**src/rtl/counter_pkg.sv**
```systemverilog
// Shared definitions for the A/Sum accumulate datapath and its sequencing controller.
package counter_pkg;

  localparam logic [2:0] ST_IDLE  = 3'd0;
  localparam logic [2:0] ST_INIT  = 3'd1;
  localparam logic [2:0] ST_CHECK = 3'd2;
  localparam logic [2:0] ST_ADD   = 3'd3;
  localparam logic [2:0] ST_INC   = 3'd4;
  localparam logic [2:0] ST_OUT   = 3'd5;
  localparam logic [2:0] ST_DONE  = 3'd6;

  typedef enum logic [2:0] {
    IDLE  = ST_IDLE,
    INIT  = ST_INIT,
    CHECK = ST_CHECK,
    ADD   = ST_ADD,
    INC   = ST_INC,
    OUT   = ST_OUT,
    DONE  = ST_DONE
  } state_t;

  localparam logic SEL_ZERO = 1'b0;
  localparam logic SEL_INC  = 1'b1;

  // Loop bound shared by the datapath comparator (A < A_LIMIT).
  localparam int A_LIMIT = 10;

endpackage

```
**src/rtl/sum_seq_controller.sv**
```systemverilog
// Moore FSM sequencing the A/Sum datapath: clear, compare, Sum+=A, A+=1, publish, repeat.
// Handshake: start is accepted only in IDLE when abort is low; busy is high in every
// other state; done pulses for one cycle in DONE. abort returns to IDLE from any state.
module sum_seq_controller
  import counter_pkg::*;
#(
  parameter bit TICK_GATE = 1'b1,
  parameter int RUN_CNT_W = 8
) (
  input  logic                 clk,
  input  logic                 reset,
  input  logic                 start,
  input  logic                 abort,
  input  logic                 tick,
  input  logic                 auto_repeat,
  input  logic                 ALt10,
  output logic                 ASrcMuxSel,
  output logic                 SumSrcMuxSel,
  output logic                 ALoad,
  output logic                 SumLoad,
  output logic                 OutPort,
  output logic                 busy,
  output logic                 done,
  output logic [RUN_CNT_W-1:0] run_count
);

  state_t state;
  state_t state_next;

  always_ff @(posedge clk) begin
    if (reset) begin
      state     <= IDLE;
      run_count <= '0;
    end else begin
      state <= state_next;
      // A run only counts once DONE is left normally; aborting out of DONE discards it.
      if (state == DONE && !abort) begin
        run_count <= run_count + RUN_CNT_W'(1);
      end
    end
  end

  always_comb begin
    state_next = state;
    if (abort && state != IDLE) begin
      state_next = IDLE;
    end else begin
      case (state)
        IDLE:  if (start && !abort) state_next = INIT;
        INIT:  state_next = CHECK;
        CHECK: begin
          if (!(TICK_GATE && !tick)) begin
            state_next = ALt10 ? ADD : DONE;
          end
        end
        ADD:   state_next = INC;
        INC:   state_next = OUT;
        OUT:   state_next = CHECK;
        DONE:  state_next = auto_repeat ? INIT : IDLE;
        default: state_next = IDLE;
      endcase
    end
  end

  always_comb begin
    ASrcMuxSel   = SEL_ZERO;
    SumSrcMuxSel = SEL_ZERO;
    ALoad        = 1'b0;
    SumLoad      = 1'b0;
    OutPort      = 1'b0;
    done         = 1'b0;
    busy         = (state != IDLE);
    case (state)
      INIT: begin
        ALoad   = 1'b1;
        SumLoad = 1'b1;
      end
      ADD: begin
        SumSrcMuxSel = SEL_INC;
        SumLoad      = 1'b1;
      end
      INC: begin
        ASrcMuxSel = SEL_INC;
        ALoad      = 1'b1;
      end
      OUT:  OutPort = 1'b1;
      DONE: done    = 1'b1;
      default: ;
    endcase
  end

endmodule
```
**config.mk**
```make
export PLATFORM = sky130hd
export DESIGN_NAME = sum_seq_controller
export DESIGN_NICKNAME = d
export VERILOG_FILES = /design/src/rtl/counter_pkg.sv /design/src/rtl/sum_seq_controller.sv
export SDC_FILE = /design/constraint.sdc
export NUM_CORES = 1
export LEC_CHECK = 0
export ABC_CLOCK_PERIOD_IN_PS = 1600
export CORE_UTILIZATION = 35
export DETAILED_ROUTE_END_ITERATION = 16
export DONT_BUFFER_PORTS = 1
export PLACE_DENSITY = 0.47
export RECOVER_POWER = 100
export SYNTH_ARGS = -nofsm -noshare
export SYNTH_HDL_FRONTEND = slang
export SYNTH_SLANG_ARGS = --single-unit
```
**constraint.sdc**
```tcl
create_clock -name clk -period 1.6 [get_ports clk]
set_input_delay 0.08 -clock clk [delete_from_list [all_inputs] [get_ports clk]]
set_output_delay 0.08 -clock clk [all_outputs]
set_load 0.02 [all_outputs]
```
==> run summary <==
Critical path data arrival time - 1390 ps
Max-slew headroom - 56.4%
Initial antenna violation count - 0
Final worst hold slack - 119 ps
DRT Pass-1 Iters - 2
Routed wire length - 1.40 mm
Sequential share of power - 51.3%
Global route overflow - 0
Netlist cell types - 27
Hold endpoint - state[0]
CTS Sinks - 11
Setup TNS - 0 ps
Area grow syn2layout - 18.0%
Synth Area in Compound Gates - 17.0%
Run status - finished, final reports clean
Wire length of the first global-routing pass - 2.37 mm
Row cnt - 14
Crit-path most repeated cell - clkbuf_2
Tmin final - 1470 ps
Synth top area share - 36.4%
Layout cells sized above 1 - 15.7%
Crit-path max FO - 8
Worst-Skew Late Latency - 270 ps
WP buf/inv - 3
# port buffers - 0
Worst Hold Class - in -> reg
Largest family of logic cells by synthesized area - simple AND/OR/NAND/NOR gates
WP depth - 4
Adder-cell share of the synthesized area - 2.07%
VDD IR max - 0.000405 V
Critical path cell sequence - clkbuf_2 -> inv_1 -> nor3b_1 -> clkbuf_2
Clock transition at path regs - 70 ps
Final Cycle Share - 92.1%
Synth Warn # - 0
Clk pwr share - 35.9%
Max Cap Viol - 0
Setup violators final - 0
DIE WIDTH - 43.6 um
Synth Area in XOR/XNOR - 2.90%
Register area share after synthesis - 36.4%
Initial Util - 38.8%
Fillers - 163
Hold-fix buffers, CTS - 2
Setup CP Type - reg -> out
Total die area - 1900 um^2
Initial DRC count - 2
Final HPWL DP - 968 um
DR WL/cell - 14.2 um
Clock skew - 1.19 ps
Setup bufs post-CTS - 0
Mux contribution to synthesized area - 4.97%
Reg2Reg Launch Point - run_count[4]
NetSw - 143 uW
Final Hold Fails - 0
Root Buffer - clkbuf_4
Asr flop ratio synth - 0%
EDFF count, synth - 0
Unrepaired setup endpoints after global routing - false
Drt drc - 0
Vias per cell - 5.64
Worst Max-Slew Pin Slew - 637 ps
N_diodes - 0
Max stage delay cell, worst path - dfxtp_1
Mean Syn Cell Area - 8.63 um^2
Global Route Usage Sum - 17.3%
Vias in the first global route - 547
CP peak stage delay - 380 ps
Synthesized flop and latch total - 11
# resized after CTS - 0
Max frequency - 679 MHz
CP delay by family, top - buffers and inverters
Yosys top cell by area - dfxtp_1
Synth Instances - 70
Count leader, synth - dfxtp_1
CTS tree - done
Sw Ratio - 26.1%
Mapped Area - 604 um^2
Combinational share of power - 12.8%
Worst-case clock buffer depth - 2
Die H - 43.6 um
CTS Buf Count - 3
Worst Hold Depth - 3
Worst min-delay path startpoint - abort
Core box area - 1560 um^2
Fin nets - 92
Pin count of the biggest net entering global routing - 14
PwrDens - 765 nW/um^2
P_leak - 0.000244 uW
Clock H-tree levels - 1
Crit path launch type - flip-flop
Worst Reg-to-Reg Cells - 3
Final ANT Viol Nets - 0
Slew Viols, Final - 0
Syn nets - 78
Post-Synth Simple-Gate Area - 31.1%
Req. time, crit path - 1520 ps
Int Pwr - 403 uW
Top FF cell, synth - dfxtp_1
Synth area leaders - dfxtp_1 (36%), a21oi_1 (7.5%), mux2i_1 (5.0%)
Critical path endpoint category - output pin
I/O pin count - 22
Flop-to-flop setup slack - 200 ps
Synth top cells by count - dfxtp_1 (11), a21oi_1 (9)
GP Congestion - 0.750
Worst reg2reg path endpoint - run_count[7]
Vias - 558
how the worst max path moves through the flow:
stage / start / endpoint / slack [ps]
2_1_floorplan: state[1] / state[2] / 150
3_3_place_gp: run_count[2] / run_count[5] / 240
3_5_place_dp: run_count[2] / run_count[5] / 210
4_1_cts: run_count[2] / run_count[5] / 190
5_1_grt: state[2] / OutPort / 40
6_report: state[2] / OutPort / 130
power groups by stage:
stage / clock network, uW / logic (uW) / registers, uW
after detailed placement: 0 / 63.5 / 287
after global routing: 215 / 77.5 / 280
after floorplan: 0 / 52.2 / 287
after global placement: 0 / 63.4 / 287
after CTS: 205 / 71.7 / 280
final: 196 / 69.8 / 280
layout by cell type (no fill, tap or decap), types with 2 or more instances in the layout:
| cell type | n |
|---|---|
| or4_1 | 3 |
| clkbuf_1 | 4 |
| nor2_1 | 4 |
| clkbuf_2 | 4 |
| dfxtp_1 | 11 |
| or3_1 | 4 |
| o21ai_0 | 4 |
| mux2i_1 | 3 |
| clkbuf_4 | 3 |
| buf_4 | 5 |
| nor3b_1 | 4 |
| dlygate4sd3_1 | 2 |
| o31ai_1 | 3 |
| a21oi_1 | 9 |
| nand3_1 | 3 |
| inv_1 | 2 |
| nand2_1 | 2 |
stage by stage:
stage | util, % | setup WS, ps | std cells | total power (uW) | area [um^2]
3_5_place_dp | 44.1 | 214 | 93 | 350 | 688
6_report | 45.7 | 127 | 99 | 546 | 713
2_1_floorplan | - | 148 | 70 | 340 | 604
5_1_grt | 45.7 | 42.6 | 99 | 573 | 713
4_1_cts | 47.1 | 186 | 99 | 556 | 734
3_3_place_gp | 44.1 | 243 | 93 | 350 | 688
logic make-up (layout without fill, tap and decap cells):
family	Yosys count	in the layout
mux	3	3
xor+xnor	2	2
compound gates	18	18
flops	11	11
simple gates	28	28
buf+inv	7	20
fa+ha+maj	1	1
metal layers:
layer	GRT usage, %	routed length (um)	share of wire, %	vias to the layer above
li1	-	-	-	283
met1	22.1	703	50	254
met3	8.75	118	8.4	5
met5	0	0	0	-
met2	23.6	554	39	16
met4	9.38	27	1.9	0
final cells by class:
cell class | instances | area, um^2 | area share (%)
clock buffers | 4 | 26.3 | 3.68
repair buffers | 14 | 88.8 | 12.5
flip-flops and latches | 11 | 220 | 30.9
well taps | 16 | 20.0 | 2.81
multi-input cells | 52 | 350 | 49.1
inverters | 2 | 7.51 | 1.05
registers in the layout, indices dropped and copies added (netlist names):
signal     flops
state          3
run_count      8
tightest hold or removal path, delay by kind of cell:
| family | cells | cell delay [ps] |
|---|---|---|
| compound gates | 2 | 190 |
| simple gates | 1 | 80 |
(Power assumes the default switching activity.)
